**config.mk**
```make
export PLATFORM = sky130hd
export DESIGN_NAME = proj_tri_fifo
export DESIGN_NICKNAME = d
export VERILOG_FILES = /design/src/rtl/tri_pkg.sv /design/src/rtl/tri_signed_area.sv /design/src/rtl/proj_tri_fifo.sv
export SDC_FILE = /design/constraint.sdc
export NUM_CORES = 1
export LEC_CHECK = 0
export BUFFER_PORTS_ARGS = -buffer_cell sky130_fd_sc_hd__clkbuf_2
export CELL_PAD_IN_SITES_DETAIL_PLACEMENT = 1
export CELL_PAD_IN_SITES_GLOBAL_PLACEMENT = 1
export CORE_AREA = 5 5 373 192
export CTS_CLUSTER_SIZE = 25
export DETAILED_ROUTE_END_ITERATION = 16
export DIE_AREA = 0 0 378 197
export GPL_ROUTABILITY_DRIVEN = 0
export PLACE_DENSITY = 0.77
export SLEW_MARGIN = 20
export SYNTH_ARGS = -nofsm -noshare
export SYNTH_HDL_FRONTEND = slang
export SYNTH_SLANG_ARGS = --single-unit
```
**constraint.sdc**
```tcl
create_clock -name Clk -period 4.58 [get_ports Clk]
set_clock_uncertainty 0.15 [all_clocks]
set_input_delay 0.458 -clock Clk [delete_from_list [all_inputs] [get_ports Clk]]
set_output_delay 0.458 -clock Clk [all_outputs]
set_load 0.02 [all_outputs]
```
**src/rtl/tri_pkg.sv**
```systemverilog
// ---------------------------------------------------------------------------
// tri_pkg
// Shared types for the projected-triangle buffer.
//   CW           : bits per screen coordinate
//   triangle_t   : [vertex][0=x,1=y][coordinate bits]
//   fifo_state_e : frame-tracking states of the buffer
// ---------------------------------------------------------------------------
package tri_pkg;

    localparam int CW = 10;

    typedef logic [2:0][1:0][CW-1:0] triangle_t;

    typedef enum logic [1:0] {
        IDLE  = 2'd0,
        FILL  = 2'd1,
        DRAIN = 2'd2,
        DONE  = 2'd3
    } fifo_state_e;

endpackage

```
**src/rtl/tri_signed_area.sv**
```systemverilog
// ---------------------------------------------------------------------------
// tri_signed_area
// Purely combinational signed area (doubled) of a screen-space triangle:
//   A = (x1-x0)(y2-y0) - (x2-x0)(y1-y0)
// Coordinates are treated as unsigned and zero-extended before subtraction.
// Ports:
//   i_triangle : input  [2:0][1:0][CW-1:0]  vertex[v][0]=x, [v][1]=y
//   o_area     : output signed [2*CW+1:0]   signed area, positive = front-facing
// ---------------------------------------------------------------------------
module tri_signed_area #(
    parameter int CW = 10
) (
    input  logic [2:0][1:0][CW-1:0] i_triangle,
    output logic signed [2*CW+1:0]  o_area
);

    logic signed [2*CW+1:0] w_x0, w_y0, w_x1, w_y1, w_x2, w_y2;

    assign w_x0 = $signed({{(CW+2){1'b0}}, i_triangle[0][0]});
    assign w_y0 = $signed({{(CW+2){1'b0}}, i_triangle[0][1]});
    assign w_x1 = $signed({{(CW+2){1'b0}}, i_triangle[1][0]});
    assign w_y1 = $signed({{(CW+2){1'b0}}, i_triangle[1][1]});
    assign w_x2 = $signed({{(CW+2){1'b0}}, i_triangle[2][0]});
    assign w_y2 = $signed({{(CW+2){1'b0}}, i_triangle[2][1]});

    assign o_area = ((w_x1 - w_x0) * (w_y2 - w_y0)) - ((w_x2 - w_x0) * (w_y1 - w_y0));

endmodule

```
**src/rtl/proj_tri_fifo.sv**
```systemverilog
// ---------------------------------------------------------------------------
// proj_tri_fifo
// Buffers projected triangles between the projector and the rasterizer.
// The projector never checks full, so writes while full are dropped and
// recorded in a sticky overflow flag. A small FSM follows the projector's
// proj_done level and raises frame_done once the buffer has drained.
// Optional macro TRI_FIFO_CULL_EN: drop back-facing/degenerate triangles at
// write time and count them in cull_count (tied to 0 when not defined).
// Ports:
//   Clk, Reset     : clock, synchronous active-high reset
//   fifo_w         : 1-cycle write strobe, proj_triangle valid
//   proj_triangle  : incoming triangle
//   proj_done      : level, projector finished the list
//   frame_clear    : 1-cycle synchronous flush, beats fifo_w/rd_en
//   rd_en          : pop request
//   rd_triangle    : head entry, first-word-fall-through
//   empty/full     : occupancy flags
//   count          : occupied entries
//   overflow       : sticky, write attempted while full
//   frame_done     : proj_done seen and buffer drained
//   cull_count     : triangles culled this frame
// ---------------------------------------------------------------------------
module proj_tri_fifo #(
    parameter int DEPTH = 16,
    parameter int CW    = 10
) (
    input  logic                    Clk,
    input  logic                    Reset,
    input  logic                    fifo_w,
    input  logic [2:0][1:0][CW-1:0] proj_triangle,
    input  logic                    proj_done,
    input  logic                    frame_clear,
    input  logic                    rd_en,
    output logic [2:0][1:0][CW-1:0] rd_triangle,
    output logic                    empty,
    output logic                    full,
    output logic [$clog2(DEPTH):0]  count,
    output logic                    overflow,
    output logic                    frame_done,
    output logic [15:0]             cull_count
);

    import tri_pkg::*;

    localparam int AW = $clog2(DEPTH);
    localparam logic [AW:0] FULL_CNT = (AW+1)'(DEPTH);

    logic [2:0][1:0][CW-1:0] r_mem [DEPTH];
    logic [AW-1:0]           r_wrPtr;
    logic [AW-1:0]           r_rdPtr;
    logic [AW:0]             r_count;
    logic                    r_overflow;
    logic                    r_frameDone;
    fifo_state_e             r_state;

    logic w_empty;
    logic w_full;
    logic w_culled;
    logic w_wrAcc;
    logic w_rdAcc;

    assign w_empty = (r_count == '0);
    assign w_full  = (r_count == FULL_CNT);

`ifdef TRI_FIFO_CULL_EN
    logic signed [2*CW+1:0] w_area;
    logic [15:0]            r_cullCount;

    tri_signed_area #(.CW(CW)) u_area (
        .i_triangle (proj_triangle),
        .o_area     (w_area)
    );

    // Zero or negative area means back-facing or degenerate.
    assign w_culled = fifo_w && (w_area[2*CW+1] || (w_area == '0));

    always_ff @(posedge Clk) begin
        if (Reset || frame_clear) begin
            r_cullCount <= '0;
        end else if (w_culled && (r_cullCount != 16'hFFFF)) begin
            r_cullCount <= r_cullCount + 16'd1;
        end
    end

    assign cull_count = r_cullCount;
`else
    assign w_culled   = 1'b0;
    assign cull_count = '0;
`endif

    // No bypass: a read is only accepted from an already-visible entry, and
    // a full buffer drops the write even if the same cycle pops.
    assign w_wrAcc = fifo_w && !w_full && !w_culled;
    assign w_rdAcc = rd_en && !w_empty;

    // Storage is intentionally not reset.
    always_ff @(posedge Clk) begin
        if (w_wrAcc && !frame_clear) begin
            r_mem[r_wrPtr] <= proj_triangle;
        end
    end

    // Pointers and the single occupancy count that all flags derive from.
    always_ff @(posedge Clk) begin
        if (Reset || frame_clear) begin
            r_wrPtr    <= '0;
            r_rdPtr    <= '0;
            r_count    <= '0;
            r_overflow <= 1'b0;
        end else begin
            if (w_wrAcc) begin
                r_wrPtr <= r_wrPtr + 1'b1;
            end
            if (w_rdAcc) begin
                r_rdPtr <= r_rdPtr + 1'b1;
            end
            if (w_wrAcc && !w_rdAcc) begin
                r_count <= r_count + 1'b1;
            end else if (!w_wrAcc && w_rdAcc) begin
                r_count <= r_count - 1'b1;
            end
            if (fifo_w && w_full && !w_culled) begin
                r_overflow <= 1'b1;
            end
        end
    end

    // Frame tracking; frame_done is registered alongside the state so it is
    // high exactly while the FSM sits in DONE.
    always_ff @(posedge Clk) begin
        if (Reset || frame_clear) begin
            r_state     <= IDLE;
            r_frameDone <= 1'b0;
        end else begin
            case (r_state)
                IDLE, FILL: begin
                    if (proj_done) begin
                        if (w_empty && !w_wrAcc) begin
                            r_state     <= DONE;
                            r_frameDone <= 1'b1;
                        end else begin
                            r_state <= DRAIN;
                        end
                    end else if (w_wrAcc) begin
                        r_state <= FILL;
                    end
                end
                DRAIN: begin
                    if (w_empty) begin
                        r_state     <= DONE;
                        r_frameDone <= 1'b1;
                    end
                end
                DONE: begin
                    if (!proj_done) begin
                        r_state     <= IDLE;
                        r_frameDone <= 1'b0;
                    end
                end
                default: begin
                    r_state     <= IDLE;
                    r_frameDone <= 1'b0;
                end
            endcase
        end
    end

    assign rd_triangle = r_mem[r_rdPtr];
    assign empty       = w_empty;
    assign full        = w_full;
    assign count       = r_count;
    assign overflow    = r_overflow;
    assign frame_done  = r_frameDone;

endmodule

```
Word level (Yosys, flattened, before mapping)

Memories as Yosys holds them, arrays and structs flattened. A register that Yosys moved wholly into a read port is not among the register bits.
Cells that the tools add are included.

Logic and storage cells: 56
Memory bits (writable): 960
Flip-flop bits (word level): 17
Memories kept: 1

Muxes and demuxes: 17
$add $sub $neg: 4
Reduce and logical (&&, ||, !) cells: 19
Equal/unequal tests: 9

Memory list:

| name  | depth | width | read ports | clocked after Yosys merged registers in | write ports | line                | text |
|---|---|---|---|---|---|---|---|
| r_mem | 16    | 60    | 1          | 1                                       | 1           | proj_tri_fifo.sv:48 | `logic [2:0][1:0][CW-1:0] r_mem [DEPTH];` |

Operators by type and width:

| cell                  | number |
|---|---|
| $mux W5               | 2 |
| $add A4 B1 Y4 const B | 2 |
| $mux W2               | 4 |
| $mux W4               | 2 |
| $ne A2 B2 Y1 const B  | 4 |
| $logic_and A1 B1 Y1   | 7 |
| $mux W1               | 7 |
| $pmux W2 S3           | 1 |
| $add A5 B1 Y5 const B | 1 |
| $eq A5 B5 Y1 const B  | 1 |
| $logic_not A1 Y1      | 5 |
| $logic_not A5 Y1      | 1 |
| $sub A5 B1 Y5 const B | 1 |
| $eq A2 B2 Y1 const B  | 2 |
| $reduce_and A4 Y1     | 1 |
| $ne A3 B3 Y1 const B  | 1 |
| $pmux W1 S3           | 1 |
| $reduce_and A3 Y1     | 1 |
| $eq A2 B1 Y1 const B  | 1 |
| $logic_not A2 Y1      | 1 |
| $reduce_bool A2 Y1    | 1 |
| $reduce_or A2 Y1      | 1 |
| $logic_or A1 B1 Y1    | 1 |

Logic depth before layout (Yosys ltp)

Gate-level depths: netlist (run 1).

Word-level depth: 8
Depth in mapped cells: 11
Gate-level depth less buffers: 9

Least setup slack after synthesis (run 1)

OpenSTA, ideal clock, no wires.

Path type: reg2reg
Start point: register r_count[0], in the netlist count[0]
End point: memory r_mem[12][0] in the netlist's numbering (enable)
Clock period less this slack: 4.290 ns
Data arrival time: 3.662 ns
Cell stages (with the launch flop): 7
Library setup time: 0.478 ns
Path slack: 0.290 ns
Buffers on the path: 2
Data required time: 3.952 ns
Cells stage by stage: dfxtp_1 > or4_4 > buf_6 > o21a_1 > buf_6 > nand2_1 > nor2_1

Longest elaborated chain between the ends: 6

Ends and longest elaborated chain:

| what                          | line                 | text |
|---|---|---|
| start, declared               | proj_tri_fifo.sv:51  | `logic [AW:0] r_count;` |
| start signal, assigned        | proj_tri_fifo.sv:118 | `r_count <= r_count + 1'b1;` |
| start signal, assigned        | proj_tri_fifo.sv:120 | `r_count <= r_count - 1'b1;` |
| $eq A5 B5 Y1                  | proj_tri_fifo.sv:63  | `assign w_full = (r_count == FULL_CNT);` |
| $logic_not A1 Y1              | proj_tri_fifo.sv:93  | `assign w_wrAcc = fifo_w && !w_full && !w_culled;` |
| $logic_and A1 B1 Y1           | proj_tri_fifo.sv:93  |  |
| via w_wrAcc                   | proj_tri_fifo.sv:59  | `logic w_wrAcc;` |
| $logic_and A1 B1 Y1           | proj_tri_fifo.sv:98  | `if (w_wrAcc && !frame_clear) begin` |
| $mux W1                       | proj_tri_fifo.sv:98  |  |
| $mux W1 (implied by the code) | proj_tri_fifo.sv:99  | `r_mem[r_wrPtr] <= proj_triangle;` |
| end, declared                 | proj_tri_fifo.sv:48  |  |

The timed path passes the listed nets, and every way through them passes these cells.

==> qor_table.md, run 1 <==
| Item | This run | Unit |
|:---|:---|:---|
| Status | finished clean | - |
| Post-Synth Adder-Cell Area | 0.392 | % |
| Library cell used as clock root buffer | sky130_fd_sc_hd__clkbuf_16 | - |
| Number of failing hold endpoints at the final stage | 0 | - |
| Timing-limited maximum frequency | 265 | MHz |
| Setup slack of the critical path after layout | 0.807 | ns |
| Final HPWL DP | 46900 | um |
| Parity-gate share of the synthesized area counting xor and xnor cells | 0.213 | % |
| Routed vias | 17800 | - |
| Number of cells traversed by the worst register-to-register path | 8 | - |
| Actual transition at the worst max-transition pin | 1.13 | ns |
| Vias/cell | 6.40 | - |
| Worst setup SP type | register | - |
| Quantity of gates resized following cts | 0 | - |
| Number of placed cells counting well taps | 2625 | - |
| Number of buffers added on ports | 134 | - |
| Number of non-filler instances in the completed layout | 2780 | - |
| Total number of placement rows | 68 | - |
| Most frequent cells in the layout | 960 x sky130_fd_sc_hd__edfxtp_1, 240 x sky130_fd_sc_hd__mux4_2, 134 x sky130_fd_sc_hd__clkbuf_2 | - |
| Number of levels the H-tree was split into | 3 | - |
| Clock tree from TritonCTS | built | - |
| Aggregate global routing overflow | 0 | - |
| Skew-Pair Late Insertion Delay | 0.64 | ns |
| Clock-pin slew on the worst setup and hold paths | 0.07 | ns |
| Share of synthesized area spent on multiplexers | 14.7 | % |
| Synthesis Warnings | 0 | - |
| Wire length per cell | 32.0 | um |
| Power density cells | 436 | mW/mm^2 |
| Largest vdd supply drop | 243 | uV |
| Compound-cell area share of the yosys netlist | 2.88 | % |
| Average footprint of a synthesized cell | 22.8 | um^2 |
| Capturing element type of the critical path | output pin | - |
| Fraction of final layout cells sized beyond drive strength 1 | 30.2 | % |
| Gate count after technology mapping | 1621 | - |
| Setup repair after global routing missed its margin | no | - |
| Req. time, crit path | 3.97 | ns |
| Antenna violations before repair | 7 | - |
| Sink Count | 981 | - |
| Placed Area | 0.0391 | mm^2 |
| Die width | 378 | um |
| Post-synthesis share of cell area spent on and, or, nand and nor gates | 1.37 | % |
| Clock tree buffer depth | 3 | - |
| Leakage | 13.0 | nW |
| Post-route standard cell area excluding fillers | 0.0417 | mm^2 |
| CTS Buf Count | 84 | - |
| Post-synth EDFFs | 960 | - |
| Dominant combinational cell family by area after synthesis | multiplexers | - |
| Maximum number of pins on one net before global-route repair | 61 | - |
| Final Cycle Share | 82.4 | % |
| Worst hold path depth | 3 | - |
| Global-route wire length before repair | 132000 | um |
| Number of synthesized register bits | 981 | - |
| Post-route total power | 18.2 | mW |
| Final setup violation count | 0 | - |
| Minimum setup slack among reg-to-reg paths | 1.56 | ns |
| Area added between synthesis and finish | 12.6 | % |
| Violation count after the first detailed-routing iteration | 2072 | - |
| Type of the worst min-delay path | in -> reg | - |
| Post-synth ARST share | 0 | % |
| Accumulated negative setup slack | 0 | ns |
| Category of the critical setup timing path | reg -> out | - |
| Effective utilization at floorplan | 54.5 | % |
| Data arrival time at the worst-slack endpoint | 3.17 | ns |
| Final worst path period need | 3.77 | ns |
| Final routed wirelength across all metal layers | 89000 | um |
| Capture instance of the worst register-to-register path | count[4] | - |
| Critical path peak fanout | 55 | - |
| Antenna-violating nets left | 0 | - |
| CORE AREA | 0.0680 | mm^2 |
| End of the worst hold path | overflow | - |
| Count of distinct cell types in the synthesized netlist | 40 | - |
| Share of the yosys chip area belonging to registers | 79.0 | % |
| Final Slew Violations | 0 | - |
| Number of I/O pins | 151 | - |
| Worst slack at placement | 1.45 | ns |
| # DRC | 0 | - |
| First-pass detailed-route iteration total | 5 | - |
| Vias in the first global route | 19000 | - |
| Setup Fix Bufs, Post-CTS | 0 | - |
| MaxCap Viol Count | 0 | - |
| Smallest hold slack | 0.0399 | ns |
| Tightest slew margin relative to the limit | 24.7 | % |
| Overall die area | 0.0745 | mm^2 |
| Commonest non-fill, non-tap cell in the layout | sky130_fd_sc_hd__edfxtp_1 | - |
| Final core utilization | 61.3 | % |
| Startpoint of the worst register-to-register path | count[0] | - |
| Vertical die dimension | 197 | um |
| Total routing resource utilization after global routing | 24.4 | % |
| Total standard cell area after synthesis | 0.0370 | mm^2 |
| Most used DFF post-synth | sky130_fd_sc_hd__edfxtp_1 | - |
| HP Start | fifo_w | - |
| # nets final | 1879 | - |
## report_power, final
part / switching (mW) / internal, mW / total [mW]
clock: 3.17 / 3.57 / 6.75
combinational: 0.819 / 0.610 / 1.43
sequential: 0.0652 / 9.92 / 9.99
## metal layers
layer	GRT usage [%]	part of all wire, %
met1	35.9	42
met2	39.0	49
met3	4.84	7.5
met4	5.30	1.6
met5	0	0.064
## kinds of logic (layout without fill, tap and decap cells)
kind of cell             after synthesis  after routing
multiplexers                         242            242
AO/OA/AOI/OAI                        143            143
adder cells (fa/ha/maj)               11             11
XOR/XNOR                               9              9
AND/OR/NAND/NOR                      123            123
other                                  1             19
buffers and inverters                111            342
flip-flops                           981            981
## repair_timing
action                                 CTS  global route
setup endpoints to repair                0             0
endpoints found under the hold margin    1             0
hold buffers                             1             0
## area by class of cell
class	count	area, um^2
diodes	3	7.51
clock buffers	104	2220
clock inverters	47	305
fillers	5522	26300
inverters	8	30.0
multi-input cells	544	7430
flip-flops and latches	981	29300
well taps	910	1140
repair buffers	183	1300
## flip-flops by register name (all words and copies together) (netlist names), named ones only
| name | flops |
|---|---|
| overflow | 1 |
| frame_done | 1 |
| r_rdPtr | 4 |
| r_state | 2 |
| r_mem | 960 |
| count | 5 |
| r_wrPtr | 4 |
## worst max-delay path, stage by stage (launching register included)
cell and delay (ns):
sky130_fd_sc_hd__dfxtp_4 1.02, sky130_fd_sc_hd__buf_4 0.45, sky130_fd_sc_hd__mux4_2 0.38, sky130_fd_sc_hd__a22oi_1 0.29
sky130_fd_sc_hd__nand2_1 0.15, sky130_fd_sc_hd__clkbuf_2 0.18
## Yosys cell counts, types with 2 or more instances
master / n / area share (%)
sky130_fd_sc_hd__and3_1: 2 / 0.034
sky130_fd_sc_hd__nand3b_1: 2 / 0.041
sky130_fd_sc_hd__o211ai_1: 3 / 0.061
sky130_fd_sc_hd__clkbuf_1: 46 / 0.47
sky130_fd_sc_hd__buf_4: 24 / 0.49
sky130_fd_sc_hd__dfxtp_1: 21 / 1.1
sky130_fd_sc_hd__xor2_1: 8 / 0.19
sky130_fd_sc_hd__a22oi_1: 120 / 2.4
sky130_fd_sc_hd__edfxtp_1: 960 / 78
sky130_fd_sc_hd__nor2b_1: 2 / 0.034
sky130_fd_sc_hd__a21oi_1: 9 / 0.12
sky130_fd_sc_hd__o2bb2ai_1: 2 / 0.047
sky130_fd_sc_hd__inv_1: 8 / 0.081
sky130_fd_sc_hd__nand3_1: 2 / 0.027
sky130_fd_sc_hd__mux2i_1: 2 / 0.054
sky130_fd_sc_hd__mux4_2: 240 / 15
sky130_fd_sc_hd__nor3_1: 2 / 0.027
sky130_fd_sc_hd__buf_6: 2 / 0.061
sky130_fd_sc_hd__nand2_1: 67 / 0.68
sky130_fd_sc_hd__a31o_2: 2 / 0.047
sky130_fd_sc_hd__buf_1: 9 / 0.091
sky130_fd_sc_hd__buf_2: 22 / 0.30
sky130_fd_sc_hd__nor2_1: 40 / 0.41
sky130_fd_sc_hd__ha_1: 10 / 0.34
## how the worst max path moves through the flow
stage          startpoint         endpoint  cells past startpoint
2_1_floorplan    count[0]     r_mem[12][0]                      6
3_3_place_gp     register   rd_triangle[3]                      5
3_5_place_dp     register  rd_triangle[27]                      5
4_1_cts          register  rd_triangle[27]                      5
5_1_grt          register  rd_triangle[39]                      5
6_report         register  rd_triangle[20]                      5
Power figures use the tool's default switching activity.
==> inputs of run 2 (changes only) <==
Settings changed: ABC_AREA from default to 1, CORE_AREA 5 5 373 192 to 5 5 405 208, DIE_AREA 0 0 378 197 to 0 0 410 213.
Clock period 4.58 ns to 3.6 ns, I/O delays scaled along.
==> run 2 against run 1 <==
Register-to-register slack got worse by 0.98 ns. Highest routed layer unchanged. Final cell count grew 62%. Sequential power grew 27%. Design area rose by 8.8%. Setup slack got worse by 0.56 ns.
==> qor_table.md, run 2 <==
| Item | This run | Unit |
|:---|:---|:---|
| Final routed wirelength across all metal layers | 110000 | um |
| Final worst path period need | 3.35 | ns |
| Tightest slew margin relative to the limit | 24.6 | % |
| Parity-gate share of the synthesized area counting xor and xnor cells | 0.0867 | % |
| Timing-limited maximum frequency | 299 | MHz |
| Wire length per cell | 24.6 | um |
| Area occupied by multi-input gates | 0.00794 | mm^2 |
| Filler instances | 7984 | - |
| Cell repeated most along the worst path | sky130_fd_sc_hd__nand3_1 | - |
| Clock-pin slew on the worst setup and hold paths | 0.07 | ns |
| Top-area cell type share of the netlist area | 71.3 | % |
| Number of levels the H-tree was split into | 3 | - |
| Post-synth EDFFs | 960 | - |
| Number of buffers added on ports | 134 | - |
| Vertical die dimension | 213 | um |
| End of the worst hold path | frame_done | - |
| Power density cells | 538 | mW/mm^2 |
| Number of failing hold endpoints at the final stage | 0 | - |
| Effective utilization at floorplan | 50.2 | % |
| Number of I/O pins | 151 | - |
| Storage element area | 0.0293 | mm^2 |
| Clock tree buffer depth | 3 | - |
| Sink Count | 981 | - |
| Capturing element type of the critical path | output pin | - |
| Library cell used as clock root buffer | sky130_fd_sc_hd__clkbuf_16 | - |
| Routed wire length on met3 | 6180 | um |
| Synth area leader | sky130_fd_sc_hd__edfxtp_1 | - |
| Top reg by flops | r_mem | - |
| Overall die area | 0.0873 | mm^2 |
| Average footprint of a synthesized cell | 12.6 | um^2 |
| Vias/cell | 5.74 | - |
| Most used DFF post-synth | sky130_fd_sc_hd__edfxtp_1 | - |
| Antenna violations before repair | 7 | - |
| Area added between synthesis and finish | 12.3 | % |
| Commonest non-fill, non-tap cell in the layout | sky130_fd_sc_hd__edfxtp_1 | - |
| Category of the critical setup timing path | reg -> out | - |
| Leakage | 16.1 | nW |
| Smallest hold slack | 0.307 | ns |
| Number of cells traversed by the worst register-to-register path | 14 | - |
| Number of buffers and inverters on the critical path | 2 | - |
| # nets final | 3435 | - |
| Antenna-violating nets left | 0 | - |
| Data arrival time at the worst-slack endpoint | 2.84 | ns |
| Routed vias | 25800 | - |
| CTS Buf Count | 86 | - |
| Final Slew Violations | 0 | - |
| Minimum setup slack among reg-to-reg paths | 0.58 | ns |
| Ranking of synthesized cells by area | sky130_fd_sc_hd__edfxtp_1 71%, sky130_fd_sc_hd__inv_1 4.7%, sky130_fd_sc_hd__nand3_1 4.6% | - |
| Number of synthesized register bits | 981 | - |
| Total number of placement rows | 74 | - |
| Most frequent cells in the layout | 960 x sky130_fd_sc_hd__edfxtp_1, 509 x sky130_fd_sc_hd__inv_1, 373 x sky130_fd_sc_hd__nand3_1 | - |
| Violation count after the first detailed-routing iteration | 2795 | - |
| MaxCap Viol Count | 0 | - |
| Largest register FFs | 960 | - |
| Highest metal used | met5 | - |
| # DRC | 0 | - |
| Accumulated negative setup slack | 0 | ns |
| Fraction of final layout cells sized beyond drive strength 1 | 10.0 | % |
| CP top delay family | flip-flops | - |
| Type of the worst min-delay path | reg -> reg | - |
| First-pass detailed-route iteration total | 7 | - |
| Skew-Pair Late Insertion Delay | 0.68 | ns |
| Count of distinct cell types in the synthesized netlist | 25 | - |
| Post-synth top cells | 960 x sky130_fd_sc_hd__edfxtp_1, 510 x sky130_fd_sc_hd__inv_1, 373 x sky130_fd_sc_hd__nand3_1, 328 x sky130_fd_sc_hd__nand2_1, 255 x sky130_fd_sc_hd__a21oi_1 | - |
| Global-route wire length before repair | 167000 | um |
| Gate count after technology mapping | 3208 | - |
| Most used standard cell by instance count after synthesis | sky130_fd_sc_hd__edfxtp_1 | - |
| Post-synthesis share of cell area spent on and, or, nand and nor gates | 8.01 | % |
| Status | finished clean | - |
| Total standard cell area after synthesis | 0.0404 | mm^2 |
| Synthesis Warnings | 0 | - |
| Largest vdd supply drop | 412 | uV |
| Post-synth ARST share | 0 | % |
| Dominant combinational cell family by area after synthesis | compound AO/OA/AOI/OAI gates | - |
| Clock tree from TritonCTS | built | - |
| Startpoint of the worst register-to-register path | count[2] | - |
| Vias in the first global route | 27200 | - |
| Worst setup SP type | register | - |
| CORE AREA | 0.0805 | mm^2 |
| Final Cycle Share | 93.0 | % |
| Cell Chain, Critical Path | buf_12 > a21oi_1 > o21ai_1 > nand3_1 > nand3_1 > nand2_1 > clkbuf_2 | - |
| Maximum number of pins on one net before global-route repair | 132 | - |
| Share of the yosys chip area belonging to registers | 72.4 | % |
| Req. time, crit path | 3.09 | ns |
| Capture instance of the worst register-to-register path | count[4] | - |
| Setup Fix Bufs, Post-CTS | 0 | - |
| Die width | 410 | um |
| Actual transition at the worst max-transition pin | 1.13 | ns |
| Share of synthesized area spent on multiplexers | 0 | % |
| Total routing resource utilization after global routing | 25.2 | % |
| Critical path peak fanout | 92 | - |
| Final setup violation count | 0 | - |
| Setup repair after global routing missed its margin | no | - |
| Aggregate global routing overflow | 0 | - |
| Cell with the largest stage delay on the worst path | sky130_fd_sc_hd__dfxtp_4 | - |
| Final HPWL DP | 61200 | um |
| HP Start | frame_done | - |
| Metal2 WL | 52700 | um |
| Compound-cell area share of the yosys netlist | 10.8 | % |
| Worst hold path depth | 2 | - |
| Delay of the slowest cell on the worst path | 0.81 | ns |
| Post-route total power | 24.4 | mW |
| Post-Synth Adder-Cell Area | 0.359 | % |
| Wire length on met1 | 48700 | um |
## run 2: cell count changes after synthesis, moves of 200 or more
cell | before | now
sky130_fd_sc_hd__nand2_1 | 67 | 328
sky130_fd_sc_hd__nand3_1 | 2 | 373
sky130_fd_sc_hd__inv_1 | 8 | 510
sky130_fd_sc_hd__mux4_2 | 240 | 0
sky130_fd_sc_hd__o211ai_1 | 3 | 241
sky130_fd_sc_hd__o21ai_1 | 0 | 200
sky130_fd_sc_hd__a21oi_1 | 9 | 255
## run 2: what timing repair did
action,4_1_cts,5_1_grt
hold endpoints to repair,961,0
gates resized for setup,0,0
hold buffers,66,0
## run 2: kinds of logic (layout without fill, tap and decap cells)
group,after synthesis,after routing
DFF,981,981
AOI/OAI and AO/OA,747,747
and+or+nand+nor,737,737
buffers and inverters,727,931
adders and majority gates,11,11
xor gates and xnor gates,4,4
other,1,18
## run 2: per-layer routing
layer | up-vias | GRT usage (%)
met5 | - | 0
met4 | 12 | 7.33
met3 | 206 | 4.41
met2 | 797 | 41.2
met1 | 13100 | 35.1
li1 | 11600 | -
## run 2: worst reg2reg max path, stage by stage (launching register included)
cell	delay, ns
sky130_fd_sc_hd__dfxtp_1	0.37
sky130_fd_sc_hd__nor2_1	0.23
sky130_fd_sc_hd__nand3_1	0.14
sky130_fd_sc_hd__nand2_1	0.22
sky130_fd_sc_hd__inv_1	0.19
sky130_fd_sc_hd__ha_1	0.30
sky130_fd_sc_hd__inv_1	0.17
sky130_fd_sc_hd__ha_1	0.31
sky130_fd_sc_hd__nand2_1	0.08
sky130_fd_sc_hd__nand2_1	0.09
sky130_fd_sc_hd__nor2_1	0.21
sky130_fd_sc_hd__nand2_1	0.13
sky130_fd_sc_hd__nand2_1	0.12
sky130_fd_sc_hd__nand2_1	0.08
sky130_fd_sc_hd__a21oi_1	0.16
## run 2: power breakdown
part | switching (mW) | internal (mW) | total [mW]
clock | 4.28 | 5.08 | 9.36
combinational | 1.64 | 0.718 | 2.35
sequential | 0.0678 | 12.6 | 12.7
## run 2: worst max-delay path by stage
stage                   from              end  slack, ns  cells past startpoint
finish              register  rd_triangle[41]       0.25                      7
global route        register   rd_triangle[8]       0.08                      7
CTS                 register   rd_triangle[8]       0.15                      7
floorplan           count[2]     r_mem[11][0]      -0.67                      6
detailed placement  count[2]         count[4]       0.74                     13
global placement    count[2]         count[4]       0.99                     13
## run 2: area by class of cell
| type | instances | share of cell area [%] |
|---|---|---|
| flip-flops and latches | 981 | 64.5 |
| diodes | 2 | 0.0110 |
| inverters | 511 | 4.24 |
| repair buffers | 263 | 4.75 |
| well taps | 1064 | 2.93 |
| multi-input cells | 1515 | 17.5 |
| clock buffers | 103 | 4.88 |
| clock inverters | 54 | 1.19 |
## run 2: through the flow
stage	instances	cell area, um^2	worst slack [ns]	utilization [%]
2_1_floorplan	3223	40500	-0.667	-
3_3_place_gp	4268	42000	0.989	52.1
3_5_place_dp	4268	42000	0.743	52.1
4_1_cts	4491	45400	0.147	56.4
5_1_grt	4492	45400	0.0757	56.4
6_report	4493	45400	0.251	56.4
